**src/rtl/uart_pkg.sv**
```systemverilog
// UART shared package.
// Holds the receiver FSM state encoding, the data-bits field encoding, the
// parity-type constant and the parity helper function. The RX core imports it,
// and any TX or loopback logic can import it too.
package uart_pkg;

    // Receiver FSM states.
    typedef enum logic [2:0] {
        IDLE   = 3'd0,
        START  = 3'd1,
        DATA   = 3'd2,
        PARITY = 3'd3,
        STOP   = 3'd4,
        COMMIT = 3'd5,
        BREAK  = 3'd6
    } uart_rx_state_e;

    // data_bits field encoding: character length is the field value plus 5.
    localparam logic [1:0] DATA_BITS_5 = 2'd0;
    localparam logic [1:0] DATA_BITS_6 = 2'd1;
    localparam logic [1:0] DATA_BITS_7 = 2'd2;
    localparam logic [1:0] DATA_BITS_8 = 2'd3;

    // parity_type value that selects odd parity.
    localparam logic PARITY_ODD = 1'b1;

    // Expected parity bit. Callers must zero the unused upper data bits.
    function automatic logic parity_expected(input logic [7:0] data, input logic parity_type);
        return (^data) ^ (parity_type == PARITY_ODD);
    endfunction

endpackage

```
**src/rtl/uart_bit_sync.sv**
```systemverilog
// Two-flop synchronizer for one asynchronous serial line.
// Both flops reset to 1, which is the idle level of a UART line.
// Ports:
//   clk_i   - destination clock
//   arst_ni - asynchronous active-low reset
//   d_i     - asynchronous input
//   q_o     - synchronized output
module uart_bit_sync (
    input  logic clk_i,
    input  logic arst_ni,
    input  logic d_i,
    output logic q_o
);

    logic r_meta;
    logic r_sync;

    // Two-stage synchronizer chain, preset to the idle-high level.
    always_ff @(posedge clk_i or negedge arst_ni) begin
        if (!arst_ni) begin
            r_meta <= 1'b1;
            r_sync <= 1'b1;
        end else begin
            r_meta <= d_i;
            r_sync <= r_meta;
        end
    end

    assign q_o = r_sync;

endmodule

```
**src/rtl/uart_rx_core.sv**
```systemverilog
// UART receiver core.
// It samples each bit of rx_i at mid-bit, using a down-counter loaded from the
// programmable divider. It checks optional parity and the stop bit. Each
// finished character goes into a single-entry valid/ready output register.
// Ports:
//   clk_i, arst_ni            - clock, asynchronous active-low reset
//   rx_i                      - asynchronous serial input (idles high)
//   clk_div_i                 - clock cycles per bit; values below MIN_CLK_DIV are clamped up
//   parity_en_i/parity_type_i - parity enable, 1 = odd
//   data_bits_i               - character length, 0..3 -> 5..8 bits
//   data_o/parity_err_o/frame_err_o/valid_o, ready_i - output register and handshake
//   overrun_o                 - one-cycle pulse when a finished character is dropped
//   busy_o                    - FSM is not in IDLE
module uart_rx_core
    import uart_pkg::*;
#(
    parameter int MIN_CLK_DIV = 4,
    parameter int DIV_W       = 16
) (
    input  logic             clk_i,
    input  logic             arst_ni,
    input  logic             rx_i,
    input  logic [DIV_W-1:0] clk_div_i,
    input  logic             parity_en_i,
    input  logic             parity_type_i,
    input  logic [1:0]       data_bits_i,
    output logic [7:0]       data_o,
    output logic             parity_err_o,
    output logic             frame_err_o,
    output logic             valid_o,
    input  logic             ready_i,
    output logic             overrun_o,
    output logic             busy_o
);

    localparam logic [DIV_W-1:0] MIN_DIV = DIV_W'(MIN_CLK_DIV);
    localparam logic [DIV_W-1:0] ONE     = DIV_W'(1);

    uart_rx_state_e   r_state;
    uart_rx_state_e   w_next_state;

    logic             w_rx_s;
    logic             r_rx_prev;
    logic [1:0]       r_warm;
    logic             w_fall;

    logic [DIV_W-1:0] w_div_clamped;
    logic [DIV_W-1:0] r_div;
    logic [DIV_W-1:0] r_cnt;
    logic             r_par_en;
    logic             r_par_odd;
    logic [1:0]       r_data_bits;
    logic [7:0]       r_shift;
    logic [2:0]       r_idx;
    logic             r_rx_par;
    logic             r_stop_bit;

    logic             w_tc;
    logic             w_last_bit;
    logic             w_par_err;

    logic             w_cap_cfg;
    logic             w_start_ok;
    logic             w_cnt_reload;
    logic             w_cnt_dec;
    logic             w_data_smp;
    logic             w_par_smp;
    logic             w_stop_smp;
    logic             w_commit;

    uart_bit_sync u_rx_sync (
        .clk_i   (clk_i),
        .arst_ni (arst_ni),
        .d_i     (rx_i),
        .q_o     (w_rx_s)
    );

    assign w_div_clamped = (clk_div_i < MIN_DIV) ? MIN_DIV : clk_div_i;
    assign w_tc          = (r_cnt == {DIV_W{1'b0}});
    assign w_last_bit    = (r_idx == ({1'b0, r_data_bits} + 3'd4));
    assign w_par_err     = r_par_en & (r_rx_par != parity_expected(r_shift, r_par_odd));

    // Edge detection stays gated until the preset synchronizer holds a real
    // sample. Without the gate, a line held low at reset release would show
    // up as a start edge.
    assign w_fall = (r_warm == 2'd3) && r_rx_prev && !w_rx_s;

    // Previous synchronized line level and the post-reset warm-up count.
    always_ff @(posedge clk_i or negedge arst_ni) begin
        if (!arst_ni) begin
            r_rx_prev <= 1'b1;
            r_warm    <= 2'd0;
        end else begin
            r_rx_prev <= w_rx_s;
            if (r_warm != 2'd3) begin
                r_warm <= r_warm + 2'd1;
            end else begin
                r_warm <= r_warm;
            end
        end
    end

    // FSM state register.
    always_ff @(posedge clk_i or negedge arst_ni) begin
        if (!arst_ni) begin
            r_state <= IDLE;
        end else begin
            r_state <= w_next_state;
        end
    end

    // FSM next-state logic.
    always_comb begin
        w_next_state = r_state;
        case (r_state)
            IDLE: begin
                if (w_fall) begin
                    w_next_state = START;
                end else begin
                    w_next_state = IDLE;
                end
            end
            START: begin
                if (w_tc) begin
                    w_next_state = w_rx_s ? IDLE : DATA;
                end else begin
                    w_next_state = START;
                end
            end
            DATA: begin
                if (w_tc && w_last_bit) begin
                    w_next_state = r_par_en ? PARITY : STOP;
                end else begin
                    w_next_state = DATA;
                end
            end
            PARITY: begin
                if (w_tc) begin
                    w_next_state = STOP;
                end else begin
                    w_next_state = PARITY;
                end
            end
            STOP: begin
                if (w_tc) begin
                    w_next_state = COMMIT;
                end else begin
                    w_next_state = STOP;
                end
            end
            // A low stop bit means a break or a stuck-low line. BREAK waits
            // for the line to go high, so the frame cannot retrigger.
            COMMIT: begin
                w_next_state = r_stop_bit ? IDLE : BREAK;
            end
            BREAK: begin
                if (w_rx_s) begin
                    w_next_state = IDLE;
                end else begin
                    w_next_state = BREAK;
                end
            end
            default: begin
                w_next_state = IDLE;
            end
        endcase
    end

    // FSM output decode: datapath strobes for the counter, samplers and commit.
    always_comb begin
        w_cap_cfg    = 1'b0;
        w_start_ok   = 1'b0;
        w_cnt_reload = 1'b0;
        w_cnt_dec    = 1'b0;
        w_data_smp   = 1'b0;
        w_par_smp    = 1'b0;
        w_stop_smp   = 1'b0;
        w_commit     = 1'b0;
        case (r_state)
            IDLE: begin
                w_cap_cfg = w_fall;
            end
            START: begin
                if (w_tc) begin
                    w_start_ok   = !w_rx_s;
                    w_cnt_reload = !w_rx_s;
                end else begin
                    w_cnt_dec = 1'b1;
                end
            end
            DATA: begin
                if (w_tc) begin
                    w_data_smp   = 1'b1;
                    w_cnt_reload = 1'b1;
                end else begin
                    w_cnt_dec = 1'b1;
                end
            end
            PARITY: begin
                if (w_tc) begin
                    w_par_smp    = 1'b1;
                    w_cnt_reload = 1'b1;
                end else begin
                    w_cnt_dec = 1'b1;
                end
            end
            STOP: begin
                if (w_tc) begin
                    w_stop_smp = 1'b1;
                end else begin
                    w_cnt_dec = 1'b1;
                end
            end
            COMMIT: begin
                w_commit = 1'b1;
            end
            BREAK: begin
                w_commit = 1'b0;
            end
            default: begin
                w_commit = 1'b0;
            end
        endcase
    end

    // Datapath: configuration capture, bit counter, shift register and samplers.
    always_ff @(posedge clk_i or negedge arst_ni) begin
        if (!arst_ni) begin
            r_div       <= MIN_DIV;
            r_cnt       <= {DIV_W{1'b0}};
            r_par_en    <= 1'b0;
            r_par_odd   <= 1'b0;
            r_data_bits <= DATA_BITS_8;
            r_shift     <= 8'h00;
            r_idx       <= 3'd0;
            r_rx_par    <= 1'b0;
            r_stop_bit  <= 1'b1;
        end else begin
            // The first sample point is half a bit after the start edge.
            // Later sample points are one full bit apart.
            if (w_cap_cfg) begin
                r_div       <= w_div_clamped;
                r_par_en    <= parity_en_i;
                r_par_odd   <= parity_type_i;
                r_data_bits <= data_bits_i;
                r_cnt       <= (w_div_clamped >> 1) - ONE;
            end else if (w_cnt_reload) begin
                r_cnt <= r_div - ONE;
            end else if (w_cnt_dec) begin
                r_cnt <= r_cnt - ONE;
            end
            // Clear the shift register at frame start, so unused upper bits
            // read as 0 and drop out of the parity XOR.
            if (w_start_ok) begin
                r_shift <= 8'h00;
                r_idx   <= 3'd0;
            end else if (w_data_smp) begin
                r_shift[r_idx] <= w_rx_s;
                r_idx          <= r_idx + 3'd1;
            end
            if (w_par_smp) begin
                r_rx_par <= w_rx_s;
            end
            if (w_stop_smp) begin
                r_stop_bit <= w_rx_s;
            end
        end
    end

    // Output register: commit or overrun, handshake release, busy flag.
    always_ff @(posedge clk_i or negedge arst_ni) begin
        if (!arst_ni) begin
            data_o       <= 8'h00;
            parity_err_o <= 1'b0;
            frame_err_o  <= 1'b0;
            valid_o      <= 1'b0;
            overrun_o    <= 1'b0;
            busy_o       <= 1'b0;
        end else begin
            overrun_o <= 1'b0;
            busy_o    <= (w_next_state != IDLE);
            if (w_commit) begin
                if (!valid_o || ready_i) begin
                    data_o       <= r_shift;
                    parity_err_o <= w_par_err;
                    frame_err_o  <= !r_stop_bit;
                    valid_o      <= 1'b1;
                end else begin
                    overrun_o <= 1'b1;
                end
            end else if (valid_o && ready_i) begin
                valid_o <= 1'b0;
            end
        end
    end

endmodule

```
**config.mk**
```make
export PLATFORM = sky130hd
export DESIGN_NAME = uart_rx_core
export DESIGN_NICKNAME = d
export VERILOG_FILES = /design/src/rtl/uart_pkg.sv /design/src/rtl/uart_bit_sync.sv /design/src/rtl/uart_rx_core.sv
export SDC_FILE = /design/constraint.sdc
export NUM_CORES = 1
export LEC_CHECK = 0
export CAP_MARGIN = 30
export CORE_MARGIN = 3
export CORE_UTILIZATION = 52
export CTS_CLUSTER_DIAMETER = 200
export DETAILED_ROUTE_END_ITERATION = 10
export PLACE_DENSITY = 0.74
export SETUP_SLACK_MARGIN = 0.02
export SLEW_MARGIN = 5
export SYNTH_ARGS = -nofsm -noshare
export SYNTH_HDL_FRONTEND = slang
export SYNTH_HIERARCHICAL = 1
export SYNTH_SLANG_ARGS = --single-unit
```
**constraint.sdc**
```tcl
create_clock -name clk_i -period 3.5 [get_ports clk_i]
set_clock_uncertainty 0.2 [all_clocks]
set_input_delay 0.7 -clock clk_i [delete_from_list [all_inputs] [get_ports clk_i]]
set_output_delay 0.7 -clock clk_i [all_outputs]
set_load 0.005 [all_outputs]
```
==> impl_metrics.yaml <==
min_path:
  hold_path_depth: 0
  worst_hold_path.endpoint: "u_rx_sync/q_o$_DFF_PN1_"
  hp-start: "u_rx_sync/r_meta$_DFF_PN1_"
  min_path_type: "flop to flop"
timing:
  setup_viol_count_final: 0
  maxSlewHeadroom_pct: 54.1
  drv_slew: 0
  fin_setup_tns_ns: 0
  holdWs_ns: 0.158
  grt_setup_unrepaired: "no"
  final.min_clock_period_ns: 3.39
  hold_violations: 0
  min_period_over_period_pct: 96.8
  worst_slew_pin_slew_ns: 0.688
  fmax_mhz: 295
cells_and_area:
  fillers: 580
  register_area_um2: 1760
  multi_input_area_um2: 2040
  drive_gt1_share_pct: 19.8
  area_growth_pct: 25.3
  nNetsFinal: 526
  final_cells: 600
  n_antenna_cell: 0
global_route:
  overflow: 0
  use_met1_pct: 31.4
  grtUsageMet3_pct: 4.59
  top_usage_layer: "met2"
  grt_antenna_before_repair: 0
  use_met2_pct: 38.6
  grt_usage_pct: 23.7
  grt_pass1_wl_um: 16100
  grt_pass1_vias: 3346
  grt_max_degree: 35
floorplan:
  die_width_um: 92.2
  initial_utilization_pct: 55.3
  ios: 37
  die-area_um2: 8500
  num_rows: 30
  core_um2: 6980
  die_h_um: 92.2
clock_network:
  cts_made_buffers: 9
  ctsHoldBuffers: 0
  path_clk_slew_ns: 0.07
  cts_root_buf: "clkbuf_8"
  cts_buffer_depth: 2
  ctsHtreeMaxLevel: 3
  cts_setup_buffers: 0
  cts_tree: "built"
  cts-resized-gates: 0
  clk_latency_ns: 0.35
  cts_sinks: 70
worst_setup_path:
  critPathKind: "primary input to flop"
  rr_startpoint: "r_state[0]$_DFF_PN0_"
  slowest_delay_ns: 0.43
  critPathMaxFanout: 3
  worstSetupEndpointType: "flop"
  path_common_cell: "or3_4"
  r2r_cells: 10
  cp_top_family: "simple AND/OR/NAND/NOR gates"
  crit_arrival_ns: 3.46
  r2r_setup_slack_ns: 0.20
  worstPathRequired_ns: 3.57
  critPathBufInv: 2
  worstPathCellList: "clkdlybuf4s50_1 > nor4_2 > and4_4 > nor2_1 > a22oi_2 > ha_2 > inv_1 > or3_4 > or3b_4 > or3_4 > a31oi_4"
  r2r-end: "r_cnt[14]$_DFFE_PN0P_"
  startpoint_type: "primary input"
  cp_slowest_cell: "clkdlybuf4s50_1"
power:
  p_comb_share_pct: 31.4
  p_int_mw: 1.72
  p_sw_mw: 0.935
  p_leak_nw: 2.03
  clkPwrFrac_pct: 24.6
  powerDensity_nw_per_um2: 549
  peakVddDrop_mv: 0.365
  p_seq_share_pct: 44.0
  switching_share_pct: 35.2
logic_synthesis:
  netlist_top_cells_area: "dfrtp_1, nand2_1, dfstp_2"
  synth_area_um2: 3860
  synthCells: 430
  synth_warnings: 6
  synth-seq-cells: 70
  synth-main-ff-cell: "dfrtp_1"
  synthArstFlopShare_pct: 100
  syn_area_per_cell_um2: 8.99
  synth.distinct_cells: 61
  synth_area_leader_cell: "dfrtp_1"
  synth_edf_count: 0
  yosysMostFrequentCell: "nand2_1"
  synth.yosys.seq_area_share_pct: 45.6
  synth_top_area_share_pct: 40.8
  synth_nets: 457
  ys_top_cells_by_count: "nand2_1, dfrtp_1, nor2_1"
detailed_routing:
  finalWirelength_um: 9570
  drc_errors: 0
  vias_per_cell: 5.90
  vias: 3538
  wl_per_cell_um: 16.0
  first_iter_violations: 255
  ant_nets: 0
  drtPass1Iterations: 5
place:
  hpwl_um: 6920
  dp.cells: 584
  globalplace.congestion: 0.927
  io_buffers: 36
outcome:
  status: "finished, final reports clean"
flow_run:
  max_cap_viol_count: 0
-- flip-flops by register name (all words and copies together) (netlist names), 2 cells and up --
signal       cells
r_state          3
r_warm           2
r_data_bits      2
r_cnt           16
data_o           8
r_div           16
r_shift          8
r_idx            3
-- metrics by stage --
stage	util, %	power [mW]	instance area (um^2)	worst slack [ns]
after global placement	65.4	1.95	4570	-0.276
after detailed placement	65.6	1.98	4580	-0.311
after floorplan	-	1.68	3860	0.0407
after CTS	68.4	2.64	4770	0.0495
after global routing	69.3	2.82	4840	0.0237
final	69.3	2.66	4840	0.111
-- how the worst max path moves through the flow --
stage                               startpoint               endpoint  slack, ns  cells past startpoint
after floorplan           r_state[1]$_DFF_PN0_  r_cnt[14]$_DFFE_PN0P_       0.04                     12
after global placement           clk_div_i[10]  r_cnt[14]$_DFFE_PN0P_      -0.28                     11
after detailed placement         clk_div_i[10]  r_cnt[14]$_DFFE_PN0P_      -0.31                     11
after CTS                        clk_div_i[10]  r_cnt[14]$_DFFE_PN0P_       0.05                     11
after global routing             clk_div_i[15]  r_cnt[14]$_DFFE_PN0P_       0.02                     11
final                            clk_div_i[15]  r_cnt[14]$_DFFE_PN0P_       0.11                     11
-- per-layer routing --
metal / vias to the layer above / share of wire [%]
met2: 148 / 49
met5: - / 0
li1: 1682 / -
met4: 0 / 1.9
met1: 1685 / 42
met3: 23 / 6.8
-- power by group through the flow --
stage | clock [mW] | combinational (mW) | sequential (mW)
detailed placement | 0 | 0.804 | 1.17
global route | 0.707 | 0.921 | 1.19
finish | 0.655 | 0.835 | 1.17
global placement | 0 | 0.783 | 1.17
CTS | 0.662 | 0.813 | 1.16
floorplan | 0 | 0.560 | 1.12
-- cell usage in the layout (no fill, tap or decap), types with 8 or more instances in the layout --
| master | n |
|---|---|
| nand2_1 | 78 |
| dfrtp_1 | 63 |
| buf_4 | 40 |
| nor2_1 | 37 |
| clkdlybuf4s50_1 | 33 |
| o21ai_0 | 29 |
| nand3_1 | 26 |
| xnor2_1 | 16 |
| a21oi_1 | 15 |
| mux2_2 | 11 |
| nor4_1 | 10 |
| clkbuf_8 | 9 |
| nor3_1 | 8 |
| inv_1 | 8 |
-- layout make-up --
| cell class | count | share of cell area, % |
|---|---|---|
| inverters | 8 | 0.620 |
| clock inverters | 7 | 1.50 |
| well taps | 96 | 2.48 |
| clock buffers | 9 | 2.56 |
| flip-flops and latches | 70 | 36.4 |
| repair buffers | 78 | 14.3 |
| multi-input cells | 332 | 42.2 |
-- logic make-up (layout without fill, tap and decap cells) --
kind of cell | count (synthesis) | count (layout) | synth area share [%]
buffers and inverters | 28 | 102 | 3.17
adder cells (fa/ha/maj) | 3 | 3 | 0.972
flip-flops | 70 | 70 | 45.6
AO/OA/AOI/OAI | 95 | 95 | 17.0
AND/OR/NAND/NOR | 198 | 198 | 24.2
multiplexers | 17 | 17 | 4.76
XOR/XNOR | 19 | 19 | 4.31
(Power assumes the default switching activity.)
